--- src/rtl/fp_addsub_pkg.sv ---
// Shared types and constants for the sequential FP32 add/subtract unit.
package fp_addsub_pkg;

    localparam int EXP_W  = 8;
    localparam int FRAC_W = 23;
    localparam int MANT_W = 24;

    localparam logic [EXP_W-1:0] EXP_MAX   = 8'hFF;
    localparam logic [31:0]      FP32_QNAN = 32'h7FC00000;

    typedef enum logic [2:0] {
        IDLE,
        ALIGN,
        ADD,
        NORM,
        DONE
    } state_t;

endpackage

--- src/rtl/fp_unpack.sv ---
// Splits an FP32 word into sign/exponent/mantissa; denormals are flushed to a zero mantissa.
module fp_unpack
    import fp_addsub_pkg::*;
(
    input  logic [31:0]       fp,
    output logic              sign,
    output logic [EXP_W-1:0]  expo,
    output logic [MANT_W-1:0] mant,
    output logic              is_zero,
    output logic              is_inf,
    output logic              is_nan
);

    logic [FRAC_W-1:0] frac;

    assign sign    = fp[31];
    assign expo    = fp[30:23];
    assign frac    = fp[FRAC_W-1:0];
    assign is_zero = (expo == '0);
    assign mant    = is_zero ? '0 : {1'b1, frac};
    assign is_inf  = (expo == EXP_MAX) && (frac == '0);
    assign is_nan  = (expo == EXP_MAX) && (frac != '0);

endmodule

--- src/rtl/fp_addsub_seq.sv ---
// Multi-cycle FP32 add/subtract: one-bit-per-cycle alignment and normalisation, truncating,
// result held under a valid/ready handshake.
module fp_addsub_seq
    import fp_addsub_pkg::*;
#(
    parameter int SAT_SHIFT = 24
) (
    input  logic        clk,
    input  logic        rst,
    input  logic        in_valid,
    output logic        in_ready,
    input  logic [31:0] a,
    input  logic [31:0] b,
    input  logic        op,
    output logic        out_valid,
    input  logic        out_ready,
    output logic [31:0] result,
    output logic        busy
);

    localparam int CNT_W = $clog2(SAT_SHIFT + 1);

    function automatic logic [CNT_W-1:0] sat_shift(input logic [EXP_W-1:0] d);
        if (d > EXP_W'(SAT_SHIFT))
            return CNT_W'(SAT_SHIFT);
        return d[CNT_W-1:0];
    endfunction

    function automatic logic [31:0] pack_fp(input logic s, input logic [EXP_W-1:0] e,
                                            input logic [FRAC_W-1:0] f);
        return {s, e, f};
    endfunction

    function automatic logic [31:0] inf_of(input logic s);
        return {s, EXP_MAX, {FRAC_W{1'b0}}};
    endfunction

    logic              ua_sign, ua_zero, ua_inf, ua_nan;
    logic              ub_sign, ub_zero, ub_inf, ub_nan;
    logic [EXP_W-1:0]  ua_exp, ub_exp;
    logic [MANT_W-1:0] ua_mant, ub_mant;

    fp_unpack u_unpack_a (
        .fp      (a),
        .sign    (ua_sign),
        .expo    (ua_exp),
        .mant    (ua_mant),
        .is_zero (ua_zero),
        .is_inf  (ua_inf),
        .is_nan  (ua_nan)
    );

    fp_unpack u_unpack_b (
        .fp      (b),
        .sign    (ub_sign),
        .expo    (ub_exp),
        .mant    (ub_mant),
        .is_zero (ub_zero),
        .is_inf  (ub_inf),
        .is_nan  (ub_nan)
    );

    state_t            state_q, state_d;
    logic [MANT_W-1:0] mx_q, mx_d, my_q, my_d;
    logic [EXP_W-1:0]  exp_q, exp_d;
    logic [CNT_W-1:0]  cnt_q, cnt_d;
    logic              sign_q, sign_d, k_q, k_d;
    logic [31:0]       result_q, result_d;

    logic              sb_eff, swap;
    logic [EXP_W-1:0]  d_ab, d_ba, exp_inc, exp_dec;
    logic [MANT_W:0]   sum_w, diff_w, neg_w;

    assign sb_eff  = ub_sign ^ op;
    assign swap    = (ub_exp > ua_exp);
    assign d_ab    = ua_exp - ub_exp;
    assign d_ba    = ub_exp - ua_exp;
    assign exp_inc = exp_q + EXP_W'(1);
    assign exp_dec = exp_q - EXP_W'(1);
    assign sum_w   = {1'b0, mx_q} + {1'b0, my_q};
    assign diff_w  = {1'b0, mx_q} - {1'b0, my_q};
    assign neg_w   = ~diff_w + (MANT_W + 1)'(1);

    always_comb begin
        state_d  = state_q;
        mx_d     = mx_q;
        my_d     = my_q;
        exp_d    = exp_q;
        cnt_d    = cnt_q;
        sign_d   = sign_q;
        k_d      = k_q;
        result_d = result_q;
        case (state_q)
            IDLE: begin
                if (in_valid) begin
                    if (ua_nan || ub_nan || (ua_inf && ub_inf && (ua_sign != sb_eff))) begin
                        result_d = FP32_QNAN;
                        state_d  = DONE;
                    end else if (ua_inf) begin
                        result_d = inf_of(ua_sign);
                        state_d  = DONE;
                    end else if (ub_inf) begin
                        result_d = inf_of(sb_eff);
                        state_d  = DONE;
                    end else begin
                        // X always carries the larger exponent so only Y ever shifts
                        mx_d    = swap ? ub_mant : ua_mant;
                        my_d    = swap ? ua_mant : ub_mant;
                        exp_d   = swap ? ub_exp  : ua_exp;
                        sign_d  = swap ? sb_eff  : ua_sign;
                        cnt_d   = sat_shift(swap ? d_ba : d_ab);
                        k_d     = (ua_sign ^ sb_eff) & ~ua_zero & ~ub_zero;
                        state_d = ALIGN;
                    end
                end
            end
            ALIGN: begin
                if (cnt_q == '0) begin
                    state_d = ADD;
                end else begin
                    my_d  = my_q >> 1;
                    cnt_d = cnt_q - CNT_W'(1);
                end
            end
            ADD: begin
                state_d = NORM;
                if (!k_q) begin
                    if (sum_w[MANT_W]) begin
                        mx_d  = sum_w[MANT_W:1];
                        exp_d = exp_inc;
                        if (exp_inc == EXP_MAX) begin
                            result_d = inf_of(sign_q);
                            state_d  = DONE;
                        end
                    end else begin
                        mx_d = sum_w[MANT_W-1:0];
                    end
                end else if (diff_w[MANT_W]) begin
                    mx_d   = neg_w[MANT_W-1:0];
                    sign_d = ~sign_q;
                end else begin
                    mx_d = diff_w[MANT_W-1:0];
                end
            end
            NORM: begin
                if (mx_q == '0) begin
                    result_d = 32'h0;
                    state_d  = DONE;
                end else if (mx_q[MANT_W-1]) begin
                    result_d = pack_fp(sign_q, exp_q, mx_q[FRAC_W-1:0]);
                    state_d  = DONE;
                end else begin
                    mx_d  = mx_q << 1;
                    exp_d = exp_dec;
                    // no denormal outputs: underflow collapses to a signed zero
                    if (exp_dec == '0) begin
                        result_d = {sign_q, 31'h0};
                        state_d  = DONE;
                    end
                end
            end
            DONE: begin
                if (out_ready)
                    state_d = IDLE;
            end
            default: state_d = IDLE;
        endcase
    end

    always_ff @(posedge clk) begin
        if (rst) begin
            state_q  <= IDLE;
            result_q <= 32'h0;
        end else begin
            state_q  <= state_d;
            result_q <= result_d;
        end
    end

    always_ff @(posedge clk) begin
        mx_q   <= mx_d;
        my_q   <= my_d;
        exp_q  <= exp_d;
        cnt_q  <= cnt_d;
        sign_q <= sign_d;
        k_q    <= k_d;
    end

    assign in_ready  = (state_q == IDLE);
    assign busy      = (state_q != IDLE);
    assign out_valid = (state_q == DONE);
    assign result    = result_q;

endmodule

--- config.mk ---
export PLATFORM = sky130hd
export DESIGN_NAME = fp_addsub_seq
export DESIGN_NICKNAME = d
export VERILOG_FILES = /design/src/rtl/fp_addsub_pkg.sv /design/src/rtl/fp_unpack.sv /design/src/rtl/fp_addsub_seq.sv
export SDC_FILE = /design/constraint.sdc
export NUM_CORES = 1
export LEC_CHECK = 0
export ABC_CLOCK_PERIOD_IN_PS = 9500
export CORE_MARGIN = 2
export CORE_UTILIZATION = 60
export CTS_CLUSTER_DIAMETER = 200
export DETAILED_ROUTE_END_ITERATION = 12
export PLACE_DENSITY_LB_ADDON = 0.12
export SETUP_SLACK_MARGIN = 0.05
export SLEW_MARGIN = 0
export SYNTH_ARGS = -nofsm -noshare
export SYNTH_HDL_FRONTEND = slang
export SYNTH_SLANG_ARGS = --single-unit
--- constraint.sdc ---
create_clock -name clk -period 9.5 [get_ports clk]
set_input_delay 1.9 -clock clk [delete_from_list [all_inputs] [get_ports clk]]
set_output_delay 1.9 -clock clk [all_outputs]
set_load 0.05 [all_outputs]
[Word level (Yosys, flattened, before mapping)]
Index checks and enable logic that the tools add are counted.
Operators by class
  equality and inequality tests: 24
  mux-type cells: 77
  magnitude comparators: 2
  reduce and logical (&&, ||, !) cells: 30
  bitwise logic cells: 11
  $add $sub $neg: 8
Operators by type and width (number)
  2-to-1 mux 24 bit: 18
  2-to-1 mux 32 bit: 10
  case mux 32 bit (3 select lines): 1
  2-to-1 mux 8 bit: 10
  case mux 24 bit (3 select lines): 1
  case mux 24 bit (2 select lines): 1
  zero test 23 bit: 2
  nonzero test 23 bit: 2
  2-to-1 mux 3 bit: 12
  2-to-1 mux 5 bit: 7
  != test 2 bit (second input constant): 13
  adder 24 x 24 -> 25 bit: 1
  subtractor 24 x 24 -> 25 bit: 1
  adder 24 x 1 -> 24 bit (second input constant): 1
  == test 8 bit (second input constant): 3
  zero test 24 bit: 1
  zero test 8 bit: 3
  inverter 24 bit: 1
  case mux 8 bit (3 select lines): 1
  AND reduction 7 bit: 3
  subtractor 8 bit: 2
  case mux 3 bit (5 select lines): 1
  2-to-1 mux 1 bit: 13
  AND reduction 6 bit: 2
  26 further kinds: 42
Word-level totals
  logic and storage cells: 161
  bits in registers: 98
  output and inout bits: 35
  bits of input ports: 69

[Depth between registers and ports, before layout]
Gate-level depths: netlist of run 1.
  word-level depth: 15
  gate-level depth with buffers: 16
  depth with buffers taken out: 14

[Cells and area by module]
Synthesis of run 1 repeated with hierarchy kept, for this count alone.
Second synthesis, totals
  cells, all modules: 1320
  area total of the unflattened synthesis: 10602.7 um^2
Modules (own cells, without submodules)
  fp_addsub_seq: instances 1, seq. area each 2592.5 um^2, cells an instance 1218, area an instance 9959.6 um^2
  fp_unpack: instances 2, seq. area each 0.0 um^2, cells an instance 51, area an instance 321.6 um^2

[Worst setup path after synthesis of run 1]
No wires, ideal clock.
  kind: in2reg
  from: in b[23]
  to: reg cnt_q[2], data pin
  setup slack: 4.772 ns
  data arrival time: 4.575 ns
  path buffers: 0
  required time: 9.347 ns
  stages: 13
  setup time: 0.153 ns
  path through: inv_1 > ha_1 > fa_1 > nor2b_1 > o21ai_1 > a21boi_0 > o21a_1 > o21ai_1 > a22o_1 > or4_1 > a211oi_1 > o21ai_1 > o22ai_1
Between the ends
  word-level cells in the longest chain between the ends: 15
  elaborated cells between the ends (all ways): 17
  classes of those cells: add/sub: 2; order compare: 2; mux: 13
Ends and longest elaborated chain
  start: declaration: RTL line fp_addsub_seq.sv:13  | input logic [31:0] b,
  subtractor 8 bit (tied with other cells): RTL line fp_addsub_seq.sv:76  | assign d_ab = ua_exp - ub_exp;
  2-to-1 mux 8 bit *: RTL line fp_addsub_seq.sv:111  | cnt_d = sat_shift(swap ? d_ba : d_ab);
  greater-than comparator 8 x 5 -> 1 bit: RTL line fp_addsub_seq.sv:24  | if (d > EXP_W'(SAT_SHIFT))
  2-to-1 mux 1 bit: RTL line fp_addsub_seq.sv:24
  2-to-1 mux 1 bit: RTL line fp_addsub_seq.sv:102  | end else if (ub_inf) begin
  2-to-1 mux 1 bit: RTL line fp_addsub_seq.sv:99  | end else if (ua_inf) begin
  2-to-1 mux 1 bit: RTL line fp_addsub_seq.sv:96  | if (ua_nan || ub_nan || (ua_inf && ub_inf && (ua_sign != sb_eff))) begin
  2-to-1 mux 1 bit: RTL line fp_addsub_seq.sv:95  | if (in_valid) begin
  2-to-1 mux 1 bit: RTL line fp_addsub_seq.sv:93  | case (state_q)
  2-to-1 mux 5 bit *: RTL line fp_addsub_seq.sv:26  | return d[CNT_W-1:0];
  2-to-1 mux 5 bit *: RTL line fp_addsub_seq.sv:102
  2-to-1 mux 5 bit *: RTL line fp_addsub_seq.sv:99
  2-to-1 mux 5 bit *: RTL line fp_addsub_seq.sv:96
  2-to-1 mux 5 bit *: RTL line fp_addsub_seq.sv:95
  case mux 5 bit (2 select lines) *: RTL line fp_addsub_seq.sv:93
  net cnt_d[2]: RTL line fp_addsub_seq.sv:66  | logic [CNT_W-1:0] cnt_q, cnt_d;
  end signal: assignment: RTL line fp_addsub_seq.sv:184  | cnt_q <= cnt_d;
  end: declaration: RTL line fp_addsub_seq.sv:66
The timed path passes the listed nets; every way through them passes the cells marked *. The select of a mux whose other input is x is not followed.
A chain may end at the register's enable or synchronous reset.

[Final worst setup path of run 1]
  from: reg mx_q[0]
  to: reg result_q[13], in the netlist result[13]
Between the ends
  word-level cells in the longest chain between the ends: 3
  elaborated cells between the ends (all ways): 7
  classes of those cells: add/sub: 1; eq/ne: 2; mux: 2; reduce/logical: 2
Ends and longest elaborated chain
  start: declaration: RTL line fp_addsub_seq.sv:64  | logic [MANT_W-1:0] mx_q, mx_d, my_q, my_d;
  start signal: assignment: RTL line fp_addsub_seq.sv:181  | mx_q <= mx_d;
  adder 24 x 24 -> 25 bit or zero test 24 bit (tied branches): RTL line fp_addsub_seq.sv:80, fp_addsub_seq.sv:146
  != test 2 bit (no source line) (tied with other cells)
  AND reduction 7 bit (no source line) or case mux 32 bit (3 select lines) (tied branches)
  end signal: assignment: RTL line fp_addsub_seq.sv:176  | result_q <= result_d;
  end: declaration: RTL line fp_addsub_seq.sv:68  | logic [31:0] result_q, result_d;
Several ways; a longest one is shown, not always the timed one.

==> results.md, run 1 <==
- Gp weighted congestion: about 1
- Hold WC Path Type: reg2reg
- Share of layout cells above drive strength 1: under 10%
- Crit path launch type: register
- Syn-to-layout area delta: 14.7%
- Vias in the first global route: 8,988
- Synthesized area: around 9600 um^2
- Fmax: ~190 MHz
- Final HPWL DP: around 24 mm
- Post-synthesis instance total: around 1,200
- Clock tree sinks: slightly below 100
- Setup Viol. Count Final: 0
- Vias/cell: just under 7
- Register bit total from synthesis: just under 100
- Crit-path slowest cell: nor2b_2
- # DRC: 0
- Largest net degree at the start of global routing: between 50 and 60
- Antenna violations before repair: 1
- Die Wd: around 130 um
- First-pass GRT wire length: roughly 49 mm
- Seq/Total Area, Yosys: approximately 27%
- Max layer used: met4
- Num rows: 46
- Max stage delay on crit path: approximately 1.1 ns
- Yosys cell types: 88
- DR vias: between 9,000 and 10,000
- Die area: around 17,000 um^2
- Slew @ Worst Pin: roughly 1.3 ns
- Wl on met1: 12.6 mm
- Antenna violation net count after detailed routing: 0
- Period utilisation layout: 55.7%
- Initial Util: 60.9%
- RSZ-0062 raised after global routing: no
- Worst endpoint required time: 9.81 ns
- Synth warn: 0
- Max Clock Skew: between 0.01 and 0.015 ns
- Met3 WL: approximately 3.5 mm
- Post-synth top flop: edfxtp_1
- Worst Path Buf+Inv: 1
- Clock period minus worst slack: 5.29 ns
- Post-CTS Setup Bufs: 0
- TritonRoute pass-1 iters: 8
- H-tree depth: 3
- Max cap viols: 0
- CTS clk-pin slew, worst paths: approximately 0.080 ns
- Worst Path Arrival: roughly 5.6 ns
- Syn Area/Cell: slightly above 8 um^2
- Post-DR wirelength/cell: 22.7 um
- Crit path kind: reg2reg
- Grt ovf: 0
- Status: completed
- Clk Latency, worst-skew pair: approximately 0.37 ns
- Cell breakdown of the critical path: ha_1 > fa_1 > nor2b_1 > o221ai_1 > nand3_1 > a31oi_1 > o41ai_2 > a211oi_4 > buf_4 > o31a_1 > nand3b_1 > nor2b_2 > a22o_1
- Setup TNS: 0 ns
- Buffers on Ports: slightly above 100
- Crit-path max FO: 31
- CTS Buf Count: 9
- Routed WL: around 33 mm
- CTS tree: yes
- Metal2 WL: around 15 mm
- Ys async rst share: 0%
- Final Max Tran Viols: 0
- Final hold violations: 0
- GRT Resource Usage Total: between 30% and 40%
- CTS resizes: 0
- Placed insts: 1,426
- Core ar.: about 16,000 um^2
- Die Y: 130 um
- Nets@finish: between 1,000 and 1,500
- I/O pins: between 100 and 150
- Syn nets: between 1,000 and 1,500
- CP endpoint kind: register
- CTS root buf: clkbuf_16
- Slew margin rel.: between 10% and 20%
- Max Root-Sink Buffers: 2
- Post-synth EDFFs: 63
- Crit path max-delay family: simple AND/OR/NAND/NOR gates
- Non-filler instance count after layout: roughly 1,400
- Initial drt markers: 1,325
- Cts hold-fix bufs: 0
## tightest hold or removal path, cell delays in order (launching register included)
cell	delay, ns
dfxtp_1	0.32
nand2_1	0.06
a21oi_1	0.05
## kinds of logic (layout without fill, tap and decap cells)
| logic type | count (synthesis) | in the layout | synth area share [%] |
|---|---|---|---|
| adders and majority gates | 74 | 74 | 9.96 |
| AOI/OAI and AO/OA | 405 | 405 | 29.6 |
| and+or+nand+nor | 325 | 325 | 16.7 |
| muxes | 24 | 24 | 2.54 |
| DFF | 98 | 98 | 27.0 |
| other | 0 | 1 | 0 |
| buffers and inverters | 164 | 220 | 6.81 |
| xor gates and xnor gates | 80 | 80 | 7.38 |
## per-stage QoR
step	setup slack, ns	hold WS (ns)	cell area (um^2)	utilization, %
after global placement	3.91	0.454	10700	67.8
after CTS	4.26	0.474	11000	69.8
after detailed placement	3.90	0.458	10700	67.8
after global routing	3.91	0.491	11000	69.8
final	4.21	0.472	11000	69.8
after floorplan	4.77	0.547	9600	-
## path summary, 6_finish.rpt
check | depth (start not counted) | startpoint | endpoint | slack, ns
setup / recovery | 13 | mx_q[0]$_DFFE_PP_ | result[13]$_SDFFE_PP0P_ | 4.21
hold reg to reg | 2 | result[31]$_SDFFE_PP0P_ | result[31]$_SDFFE_PP0P_ | 0.47
hold / removal | 2 | result[31]$_SDFFE_PP0P_ | result[31]$_SDFFE_PP0P_ | 0.47
setup reg to reg | 13 | mx_q[0]$_DFFE_PP_ | result[13]$_SDFFE_PP0P_ | 4.21
## synth_stat cells (10+ instances only)
cell type  number  area, um^2
a211o_1        10        87.6
a211oi_1       19         143
a21o_1         10        75.1
a21oi_1       105         526
a221oi_1       36         315
a22o_1         27         236
a22oi_1        18         135
a31oi_1        11        68.8
buf_2          15        75.1
clkbuf_1       51         191
dfxtp_1        35         701
edfxtp_1       63        1890
ha_1           70         876
inv_1          87         327
mux2i_1        21         210
nand2_1        75         282
nand2b_1       10        62.6
nand4_1        17         106
nor2_1        103         387
nor2b_1        16         100
nor3_1         18        90.1
nor4_1         24         150
o21ai_0        51         255
o21ai_1        12        60.1
o22ai_1        10        62.6
o31ai_1        12        90.1
xnor2_1        48         420
xor2_1         31         272
## metal layers
layer	vias up	global-route usage, %
li1	4463	-
met4	0	20.2
met5	-	0
met2	601	59.8
met1	4627	48.3
met3	124	9.28
## final cells by class
| type | count | area (um^2) |
|---|---|---|
| fillers | 1358 | 4770 |
| multi-input cells | 908 | 6380 |
| flip-flops and latches | 98 | 2590 |
| repair buffers | 115 | 1120 |
| clock buffers | 9 | 225 |
| inverters | 89 | 334 |
| well taps | 216 | 270 |
| diodes | 1 | 2.50 |
| clock inverters | 7 | 78.8 |
## layout by cell type, fill, tap and decap left out, types with 7 or more instances in the layout
master / instances
a22o_1: 27
o21bai_1: 9
edfxtp_1: 63
a31oi_1: 11
nand2_1: 75
nor2_1: 102
o31ai_1: 12
a211oi_1: 18
nor3_1: 17
dfxtp_1: 35
o22ai_1: 10
inv_1: 87
nand3_1: 9
nor4_1: 24
o21ai_0: 51
clkbuf_16: 9
nand2b_1: 10
o21ai_1: 12
xor2_1: 31
xnor2_1: 48
buf_4: 12
clkdlybuf4s50_1: 103
nor2b_1: 14
ha_1: 70
a211o_1: 10
a221oi_1: 36
mux2i_1: 21
a21oi_1: 104
a21o_1: 10
o21a_1: 7
or3_1: 9
a22oi_1: 18
nand4_1: 17
## sequential cells by signal, summed over array words and instances (netlist names)
register / count
exp_q: 8
result: 32
mx_q: 24
cnt_q: 5
sign_q: 1
my_q: 24
k_q: 1
state_q: 3
Power of run 1 is left out: the tool's default activity adds up to more than one toggle a clock period on the data nets, which glitch-free logic cannot reach.
==> run 2: changes to the inputs <==
ABC_CLOCK_PERIOD_IN_PS = 5250   (was 9500)
CORE_UTILIZATION = 59   (was 60)
clock period = 5.25 ns   (was 9.5 ns; I/O delays follow)
==> run 2 against run 1 <==
- cell count up 0.55%
- worst setup slack worse by 3.5 ns
- sequential cell count unchanged
- via count down 0.62%
- wire length down 2.4%
- clock skew about the same
- count of clock-buffer cells in the layout unchanged
- global-route usage down 1.7 points
- die area up 1.6%
- critical path type unchanged
- highest routed layer unchanged
==> results.md, run 2 (synthesis results as in run 1) <==
- Initial drt markers: 1,089 (-18%)
- Slew @ Worst Pin: 1.19 ns (-0.136 ns)
- Worst Path Arrival: 4.88 ns (-0.72 ns)
- Crit path launch type: register
- Antenna violation net count after detailed routing: 0 (unchanged)
- Cts hold-fix bufs: 0 (unchanged)
- Syn-to-layout area delta: 15.2%
- Vias/cell: 6.72 (-1.2%)
- Period utilisation layout: 87.1% (+31 points)
- FILL cells: 1,355 (-0.22%)
- CP endpoint kind: register
- Design area: 11,100 um^2 (+0.48%)
- Num rows: 46 (unchanged)
- Final hold violations: 0 (unchanged)
- DR vias: 9,754 (-0.62%)
- Gp weighted congestion: 0.955 (-3.3%)
- H-tree depth: 3 (unchanged)
- Status: completed
- Max Clock Skew: 0.0120 ns (+0.000235 ns)
- Most common cell after layout, fill and taps aside: a21oi_1
- Die Y: 132 um (+0.82%)
- Core ar.: 15,900 um^2 (+0.73%)
- Commonest cells after routing, fill and taps aside: 104 x a21oi_1, 103 x clkdlybuf4s50_1, 102 x nor2_1, 87 x inv_1, 75 x nand2_1
- Worst reg2reg path endpoint: result[14]$_SDFFE_PP0P_
- Critical path destination: result[14]$_SDFFE_PP0P_
- Placement Cell Area: 10,700 um^2 (+0.42%)
- RSZ-0062 raised after global routing: no
- R2r setup slk: 0.68 ns (-3.53 ns)
- Hold slack final: 0.474 ns (+0.00187 ns)
- Initial Util: 60.4% (-0.44 points)
- Final HPWL DP: 24.1 mm (-1.3%)
- Crit-path max FO: 22 (-29%)
- CTS tree: yes
- Routed WL: 31.9 mm (-2.4%)
- Share of layout cells above drive strength 1: 5.28% (+0.46 points)
- Max Root-Sink Buffers: 2 (unchanged)
- GRT Resource Usage Total: 36.2% (-1.7 points)
- Setup Viol. Count Final: 0 (unchanged)
- CTS root buf: clkbuf_16
- Fmax: 219 MHz (+16%)
- Final Max Tran Viols: 0 (unchanged)
- Clk Latency, worst-skew pair: 0.37 ns (about the same)
- Util after Layout: 69.6% (-0.17 points)
- Worst endpoint required time: 5.55 ns (-4.26 ns)
- CTS Buf Count: 9 (unchanged)
- Clock tree sinks: 98 (unchanged)
- Crit path kind: reg2reg
- Worst setup path start: mx_q[0]$_DFFE_PP_
- Worst Reg-to-Reg Cells: 13 (unchanged)
- Post-DR wirelength/cell: 22.0 um (-3.0%)
- CTS resizes: 0 (unchanged)
- CTS clk-pin slew, worst paths: 0.08 ns (about the same)
- TritonRoute pass-1 iters: 8 (unchanged)
- Hold WC Path Type: reg2reg
- Post-CTS Setup Bufs: 0 (unchanged)
- Grt ovf: 0 (unchanged)
- Die area: 17,300 um^2 (+1.6%)
- Die Wd: 132 um (+0.82%)
- Largest net degree at the start of global routing: 49 (-7.5%)
- Setup TNS: 0 ns (unchanged)
- Antenna violations before repair: 3 (+2)
- Clock period minus worst slack: 4.57 ns (-0.719 ns)
- Buffers on Ports: 103 (unchanged)
- RR Startpoint: mx_q[0]$_DFFE_PP_
- Nets@finish: 1,370 (+0.44%)
- Vias in the first global route: 9,174 (+2.1%)
- First-pass GRT wire length: 49.8 mm (+1.1%)
- I/O pins: 104 (unchanged)
- Slew margin rel.: 20.3% (+9.5 points)
- Max cap viols: 0 (unchanged)
- Max reg flops: 32 (unchanged)
- # DRC: 0 (unchanged)
==> run 2: changes by cell type in the layout (fill, tap and decap cells not counted) <==
| cell | delta |
|---|---|
| buf_4 | +6 |
| clkinv_4 | +2 |
| clkinv_8 | -1 |
| diode_2 | +2 |
| inv_12 | +1 |
| inv_6 | -3 |
| inv_8 | +1 |
==> run 2: worst min-delay path by stage <==
stage	from	endpoint	slack, ns	cells after the start
finish	result[31]$_SDFFE_PP0P_	result[31]$_SDFFE_PP0P_	0.47	2
global route	result[19]$_SDFFE_PP0P_	result[19]$_SDFFE_PP0P_	0.49	1
CTS	result[31]$_SDFFE_PP0P_	result[31]$_SDFFE_PP0P_	0.47	2
detailed placement	result[9]$_SDFFE_PP0P_	result[9]$_SDFFE_PP0P_	0.46	1
global placement	result[31]$_SDFFE_PP0P_	result[31]$_SDFFE_PP0P_	0.45	2
floorplan	mx_q[0]$_DFFE_PP_	result[0]$_SDFFE_PP0P_	0.55	1
==> run 2: stage by stage <==
stage,worst slack (ns),std cells
after CTS,0.820,1448
final,0.676,1451
after global routing,0.421,1449
after global placement,0.688,1432
after detailed placement,0.625,1432
after floorplan,1.36,1170
==> run 2: critical path: stages (launching register included) <==
cell,delay [ns]
edfxtp_1,0.50
ha_1,0.27
fa_1,0.40
nor2b_1,0.17
o221ai_1,0.34
nand3_1,0.25
a31oi_1,0.33
o41ai_2,0.23
a211oi_4,0.28
o31a_1,0.20
nand3b_1,0.12
buf_4,0.19
nor2b_2,0.97
a22o_1,0.25
==> run 2: cell type report <==
cell class              count  area, um^2  share of cell area (%)
multi-input cells         908        6380                    57.7
inverters                  89         334                    3.02
repair buffers            121        1170                    10.5
well taps                 216         270                    2.44
clock buffers               9         225                    2.04
diodes                      3        7.51                  0.0679
clock inverters             7        81.3                   0.736
flip-flops and latches     98        2590                    23.4
==> run 2: routing by layer <==
| metal | vias to the layer above | part of all wire, % | track usage, % | wire, um |
|---|---|---|---|---|
| met4 | 0 | 4.4 | 17.1 | 1410 |
| met1 | 4606 | 40 | 47.3 | 12800 |
| met2 | 558 | 45 | 57.3 | 14400 |
| met5 | - | 0 | 0 | 0 |
| met3 | 107 | 10 | 7.68 | 3270 |
| li1 | 4483 | - | - | - |
Power of run 2 is left out for the same reason.
